--- src/rtl/serial_sub_pkg.sv ---
// Shared definitions for the bit-serial subtractor: FSM state encoding
// and the default operand width.
package serial_sub_pkg;

  localparam int unsigned SERSUB_WIDTH_DEFAULT = 8;

  typedef enum logic [1:0] {
    IDLE  = 2'd0,
    SHIFT = 2'd1,
    DONE  = 2'd2
  } state_e;

endpackage : serial_sub_pkg

--- src/rtl/serial_subtractor_full_subtractor.sv ---
// Single-bit full-subtractor cell: D = A - B - Bin, Bout is the borrow out.
module full_subtractor (
  input  logic A,
  input  logic B,
  input  logic Bin,
  output logic D,
  output logic Bout
);

  // Difference and borrow for one bit position
  always_comb begin
    D    = A ^ B ^ Bin;
    Bout = (~A & B) | (~(A ^ B) & Bin);
  end

endmodule : full_subtractor

--- src/rtl/serial_subtractor.sv ---
// Bit-serial two's-complement subtractor, LSB first, one bit per clock,
// behind a start/busy/done handshake.
// Optional: define SERSUB_OVERFLOW_EN to add a registered signed overflow
// output updated together with diff.
module serial_subtractor
  import serial_sub_pkg::*;
#(
  parameter int unsigned WIDTH = SERSUB_WIDTH_DEFAULT
) (
  input  logic             clk,
  input  logic             rst,
  input  logic             start,
  input  logic [WIDTH-1:0] a,
  input  logic [WIDTH-1:0] b,
  output logic             busy,
  output logic             done,
  output logic [WIDTH-1:0] diff,
  output logic             borrow_out
`ifdef SERSUB_OVERFLOW_EN
  ,
  output logic             overflow
`endif
);

  localparam int unsigned    CW       = $clog2(WIDTH) + 1;
  localparam logic [CW-1:0]  LAST_BIT = CW'(WIDTH - 1);

  state_e           state_q, state_d;
  logic [WIDTH-1:0] a_sh_q, a_sh_d;
  logic [WIDTH-1:0] b_sh_q, b_sh_d;
  logic [WIDTH-1:0] part_q, part_d;
  logic [WIDTH-1:0] diff_q, diff_d;
  logic             bin_q, bin_d;
  logic             borrow_q, borrow_d;
  logic [CW-1:0]    cnt_q, cnt_d;
`ifdef SERSUB_OVERFLOW_EN
  logic             ovf_q, ovf_d;
`endif

  logic             cell_d;
  logic             cell_bout;
  logic             last_bit;

  full_subtractor u_cell (
    .A    (a_sh_q[0]),
    .B    (b_sh_q[0]),
    .Bin  (bin_q),
    .D    (cell_d),
    .Bout (cell_bout)
  );

  // Flag the cycle that processes the operand MSB
  always_comb begin
    last_bit = (cnt_q == LAST_BIT);
  end

  // State register
  always_ff @(posedge clk) begin
    if (rst) begin
      state_q <= IDLE;
    end else begin
      state_q <= state_d;
    end
  end

  // Next-state logic; DONE accepts a new start directly for back-to-back use
  always_comb begin
    state_d = state_q;
    case (state_q)
      IDLE, DONE: state_d = start ? SHIFT : IDLE;
      SHIFT:      state_d = last_bit ? DONE : SHIFT;
      default:    state_d = IDLE;
    endcase
  end

  // Handshake outputs decoded from the registered state
  always_comb begin
    busy = (state_q == SHIFT);
    done = (state_q == DONE);
  end

  // Datapath next values: capture on accept, shift one bit per SHIFT cycle
  always_comb begin
    a_sh_d   = a_sh_q;
    b_sh_d   = b_sh_q;
    part_d   = part_q;
    bin_d    = bin_q;
    cnt_d    = cnt_q;
    diff_d   = diff_q;
    borrow_d = borrow_q;
`ifdef SERSUB_OVERFLOW_EN
    ovf_d    = ovf_q;
`endif
    case (state_q)
      IDLE, DONE: begin
        if (start) begin
          a_sh_d = a;
          b_sh_d = b;
          part_d = '0;
          bin_d  = 1'b0;
          cnt_d  = '0;
        end
      end
      SHIFT: begin
        a_sh_d = {1'b0, a_sh_q[WIDTH-1:1]};
        b_sh_d = {1'b0, b_sh_q[WIDTH-1:1]};
        part_d = {cell_d, part_q[WIDTH-1:1]};
        bin_d  = cell_bout;
        cnt_d  = cnt_q + 1'b1;
        if (last_bit) begin
          // Result is taken from the shifted value so the MSB lands this edge
          diff_d   = {cell_d, part_q[WIDTH-1:1]};
          borrow_d = cell_bout;
`ifdef SERSUB_OVERFLOW_EN
          ovf_d    = (a_sh_q[0] != b_sh_q[0]) && (cell_d != a_sh_q[0]);
`endif
        end
      end
      default: ;
    endcase
  end

  // Datapath registers with synchronous reset
  always_ff @(posedge clk) begin
    if (rst) begin
      a_sh_q   <= '0;
      b_sh_q   <= '0;
      part_q   <= '0;
      bin_q    <= 1'b0;
      cnt_q    <= '0;
      diff_q   <= '0;
      borrow_q <= 1'b0;
`ifdef SERSUB_OVERFLOW_EN
      ovf_q    <= 1'b0;
`endif
    end else begin
      a_sh_q   <= a_sh_d;
      b_sh_q   <= b_sh_d;
      part_q   <= part_d;
      bin_q    <= bin_d;
      cnt_q    <= cnt_d;
      diff_q   <= diff_d;
      borrow_q <= borrow_d;
`ifdef SERSUB_OVERFLOW_EN
      ovf_q    <= ovf_d;
`endif
    end
  end

  // Result outputs
  always_comb begin
    diff       = diff_q;
    borrow_out = borrow_q;
`ifdef SERSUB_OVERFLOW_EN
    overflow   = ovf_q;
`endif
  end

endmodule : serial_subtractor

--- config.mk ---
export PLATFORM = sky130hd
export DESIGN_NAME = serial_subtractor
export DESIGN_NICKNAME = d
export VERILOG_FILES = /design/src/rtl/serial_sub_pkg.sv /design/src/rtl/serial_subtractor_full_subtractor.sv /design/src/rtl/serial_subtractor.sv
export SDC_FILE = /design/constraint.sdc
export NUM_CORES = 1
export LEC_CHECK = 0
export BUFFER_PORTS_ARGS = -buffer_cell sky130_fd_sc_hd__buf_2
export CAP_MARGIN = 20
export CORE_MARGIN = 2
export CORE_UTILIZATION = 40
export DETAILED_ROUTE_END_ITERATION = 7
export GPL_ROUTABILITY_DRIVEN = 0
export PLACE_DENSITY_LB_ADDON = 0.1
export SYNTH_ARGS = -nofsm -noshare
export SYNTH_HDL_FRONTEND = slang
export SYNTH_SLANG_ARGS = --single-unit
--- constraint.sdc ---
create_clock -name clk -period 1.55 [get_ports clk]
set_clock_uncertainty 0.15 [all_clocks]
set_input_delay 0.2325 -clock clk [delete_from_list [all_inputs] [get_ports clk]]
set_output_delay 0.2325 -clock clk [all_outputs]
set_load 0.01 [all_outputs]
Word level (Yosys, flattened, before mapping):

Cells that the tools add are included.

* $add $sub $neg: 1
* equal/unequal tests: 4
* multiplexer cells: 13
* bitwise gates (word level): 7
* reduce and logical (&&, ||, !) cells: 5

Operator list (count)
* case mux 8 bit (2 select lines): 3
* 2-to-1 mux 8 bit: 3
* case mux 4 bit (2 select lines): 1
* adder 4 x 1 -> 4 bit (second input constant): 1
* equality test 4 x 3 -> 1 bit (second input constant): 1
* 2-to-1 mux 4 bit: 1
* case mux 2 bit (2 select lines): 1
* AND reduction 2 bit: 2
* bitwise AND 1 bit: 2
* equality test 2 x 1 -> 1 bit (second input constant): 1
* equality test 2 bit (second input constant): 1
* logical NOT 2 bit: 1
* 2-to-1 mux 1 bit: 2
* 2-to-1 mux 2 bit: 1
* inequality test 2 bit (second input constant): 1
* NOT 1 bit: 2
* case mux 1 bit (2 select lines): 1
* nonzero test 2 bit: 1
* OR reduction 2 bit: 1
* bitwise XOR 1 bit: 2
* bitwise OR 1 bit: 1

* bits in registers: 40
* input port bits: 19
* logic and storage cells: 38

Logic depth before layout (Yosys ltp):

* word-level depth: 5
* gate-level depth with buffers: 7

By module:

From an unflattened synthesis, not the netlist that was laid out.

* cell total of the unflattened synthesis: 181
* area, all modules: 1686.6 um^2

Modules (own cells, without submodules)
* serial_subtractor: times used 1, cells an instance 177, area each 1655.3 um^2
* full_subtractor: times used 1, cells an instance 4, area each 31.3 um^2

Least setup slack after synthesis:

No wires, ideal clock.

* path kind: register -> register
* start: reg cnt_q[0]
* end: reg borrow_q (netlist: borrow_out)
* library setup time: 0.091 ns
* arrival time: 1.141 ns
* data required time: 1.309 ns
* path slack: 0.168 ns
* stages on the path, launching flop included: 6
* path buffers: 1
* clock period less this slack: 1.382 ns
* path through: dfxtp_1 > ha_1 > and3b_1 > buf_2 > a21oi_1 > a311oi_1

* word-level cells in the longest chain between the ends: 2

RTL lines
* start, declared: line serial_subtractor.sv:35 `logic [CW-1:0] cnt_q, cnt_d;`
* start signal, assigned: line serial_subtractor.sv:141 `cnt_q <= cnt_d;`
* equality test 4 x 3 -> 1 bit: line serial_subtractor.sv:54 `last_bit = (cnt_q == LAST_BIT);`
* AND reduction 2 bit (no line)
* end signal, assigned: line serial_subtractor.sv:143 `borrow_q <= borrow_d;`
* end, declared: line serial_subtractor.sv:34 `logic borrow_q, borrow_d;`

No other way between the ends.
A chain may end at the register's enable or synchronous reset.

Final worst setup path:

* start: reg state_q[1]
* end: out busy

* word-level cells in the longest chain between the ends: 1

RTL lines
* start, declared: line serial_subtractor.sv:28 `state_e state_q, state_d;`
* start signal, assigned: line serial_subtractor.sv:62 `state_q <= state_d;`
* equality test 2 x 1 -> 1 bit: line serial_subtractor.sv:78 `busy = (state_q == SHIFT);`
* end, declared: line serial_subtractor.sv:15 `output logic busy,`

No other way between the ends.

==> flow_summary_export.csv <==
group,metric,value,unit
status,status,"finished, final reports clean",
timing,worst_pin_slew,381.6,ps
critical_path,path_max_fanout,12,
global_routing,grt_pass1_wl,5830,µm
power,ir_worst_vdd,0.5378,mV
layout,nets,235,
clocking,clk_pin_slew,70,ps
clocking,cts_root_buffer,"clkbuf_8",
critical_path,r2r_start,"cnt_q[1]$_SDFFE_PP0P_",
power,combPwrFrac,13.1,%
yosys,netlist_area,1602,µm²
layout,layout-drive-gt1-share,25.82,%
power,clockPowerShare,32.5,%
timing,setup_viol,0,
routing,first_pass_iters,4,
timing,slew_headroom,74.56,%
timing,drv_slew,0,
yosys,syn-num-nets,203,
job,cap_violations,0,
routing,vias,1428,
hold_path,min_to,"b_sh_q[7]$_SDFFE_PP0P_",
power,p_switching,500.9,µW
critical_path,critPathLaunchType,"register",
global_routing,grt_max_degree,27,
clocking,numCtsBuffers,5,
layout,area_delta_synth_final,20.86,%
floorplan,core-area,3744,µm²
critical_path,crit_arrival,1100,ps
clocking,clk_latency,290,ps
hold_path,holdPathStages,3,
global_routing,grt_overflow,0,
routing,post_drt_wl_per_cell,14.33,µm
power,p_int,1.450,mW
floorplan,die_h,67.28,µm
routing,wirelength,3740,µm
timing,finalCritPeriodShare,95.79,%
critical_path,r2r-end,"diff[6]$_SDFFE_PP0P_",
placed_design,place_area,1803,µm²
placed_design,place_hpwl,2391,µm
routing,drtIter0Drc,122,
layout,diodes,0,
yosys,syn_area_per_cell,8.800,µm²
timing,finalSetupTns,0,ps
yosys,ys_seq_area_share,48.75,%
yosys,yosys_warnings,0,
timing,rsz0062_at_grt,"no",
hold_path,hp-start,"b[7]",
layout,final_area,1936,µm²
critical_path,crit_type,"reg2out",
critical_path,end_kind,"output port",
yosys,syn_inst,182,
floorplan,io_pins,30,
critical_path,ff2ff_path_depth,5,
layout,final.fill_count,388,
clocking,cts_tree,"done",
power,p_per_area,1008,nW/µm²
routing,drc,0,
critical_path,r2r_slack,130,ps
clocking,clock_sink_count,39,
global_routing,antenna_found_initial,0,
timing,hold_viol,0,
placed_design,port_buffers,29,
yosys,synthDistinctLibCells,26,
routing,vias_per_cell,5.471,
power,p_leak,0.7461,nW
global_routing,first_global_vias,1302,
timing,period_needed,1485,ps
routing,drtAntennaViolNets,0,
timing,hold-worst-slack,35.26,ps
floorplan,core.rowCount,22,
power,seqPwrFrac,54.3,%
hold_path,worstHoldPathType,"in2reg",
clocking,cts-root-to-sink-buffers,2,
timing,fmax,0.6735,GHz
global_routing,grt_usage,17.21,%
yosys,ys_ff_latch,39,
critical_path,crit_start,"state_q[1]$_SDFF_PP0_",
clocking,htreeDepth,2,
critical_path,critPathRequiredTime,1170,ps
power,p_sw_share,25.67,%
floorplan,initial_core_util,42.78,%
floorplan,die-area,4526,µm²
floorplan,die_width,67.28,µm
[critical path, stage by stage, from the launching register on]
cell and delay [ps]:
dfxtp_1 340, nand2b_4 160, inv_6 40, buf_12 130
buf_2 130
[layout by cell type (no fill, tap or decap), types with 2 or more instances in the layout]
cell type,instances
a21oi_1,37
a22oi_1,14
buf_12,2
buf_2,29
buf_4,11
clkbuf_8,5
dfxtp_1,38
inv_1,2
mux2_4,2
nand2_1,10
nand2b_1,3
nand3_1,34
nor2_1,2
nor2b_1,2
o21ai_0,8
[layer usage]
layer  GRT usage, %  vias to the layer above  wire length (µm)
met1          19.33                      678              1641
met3          3.500                        7               155
li1               -                      709                 -
met2          31.19                       34              1880
met4          7.653                        0                62
met5              0                        -                 0
[worst max path at each step]
stage / slack [ps] / end
3_5_place_dp: 80 / diff[1]$_SDFFE_PP0P_
6_report: 70 / busy
2_1_floorplan: 170 / borrow_out$_SDFFE_PP0P_
5_1_grt: 20 / diff[6]$_SDFFE_PP0P_
4_1_cts: 10 / busy
3_3_place_gp: 120 / diff[3]$_SDFFE_PP0P_
[power by group through the flow]
stage | Combinational (mW) | Sequential [mW] | Clock (mW)
floorplan | 0.161 | 1.08 | 0
global placement | 0.229 | 1.08 | 0
detailed placement | 0.235 | 1.08 | 0
CTS | 0.237 | 1.06 | 0.650
global route | 0.281 | 1.07 | 0.689
finish | 0.257 | 1.06 | 0.634
[timing repair]
action	CTS	global route
endpoints found under the setup margin	1	9
resized for setup	3	2
setup buffers	0	3
pin swaps	0	0
gates cloned	0	1
hold buffers	0	0
[layout make-up]
type	instances	area, µm²	share of cell area [%]
timing repair buffer	43	292.8	15.13
sequential	39	782.0	40.40
clock buffer	6	72.57	3.749
inverter	3	16.27	0.8403
tap	48	60.06	3.103
multi-input combinational	122	711.9	36.78
[metrics by stage]
step	instances	power [mW]	setup WS (ps)	util, %
2_1_floorplan	182	1.238	168.0	-
3_3_place_gp	251	1.309	122.6	48.16
3_5_place_dp	251	1.317	81.94	48.16
4_1_cts	257	1.948	13.99	50.33
5_1_grt	261	2.036	19.76	51.70
6_report	261	1.951	65.24	51.70
[registers in the layout (all words and copies together), names as in the netlist]
signal	count
a_sh_q	8
part_q	7
state_q	2
borrow_out	1
cnt_q	4
diff	8
bin_q	1
b_sh_q	8
[synthesized netlist by cell type]
master,number,area (µm²)
buf_2,11,55.05
nand3b_1,1,7.510
nand4_2,1,12.51
buf_4,2,15.01
inv_1,2,7.510
o21ai_0,8,40.04
buf_1,2,7.510
mux2_4,2,30.03
nor2b_1,2,12.51
a211oi_1,1,7.510
ha_1,1,12.51
buf_6,2,22.52
clkbuf_1,1,3.750
nand2b_1,4,25.02
fa_1,1,20.02
inv_4,1,6.260
a21oi_1,37,185.2
nand3_1,34,170.2
a22oi_1,14,105.1
nor3_1,1,5.000
a311oi_1,1,8.760
dfxtp_1,39,780.8
nor2_1,2,7.510
nor3b_1,1,7.510
and3b_1,1,8.760
nand2_1,10,37.54
[cell families (layout without fill, tap and decap cells)]
kind of cell | Yosys count | in the layout | synth area share (%)
adder cells (fa/ha/maj) | 2 | 2 | 2.031
AND/OR/NAND/NOR | 57 | 57 | 18.36
buffers and inverters | 21 | 52 | 7.344
flip-flops | 39 | 39 | 48.75
multiplexers | 2 | 2 | 1.875
AO/OA/AOI/OAI | 61 | 61 | 21.64
No activity file was read; power rests on OpenSTA's default activity.
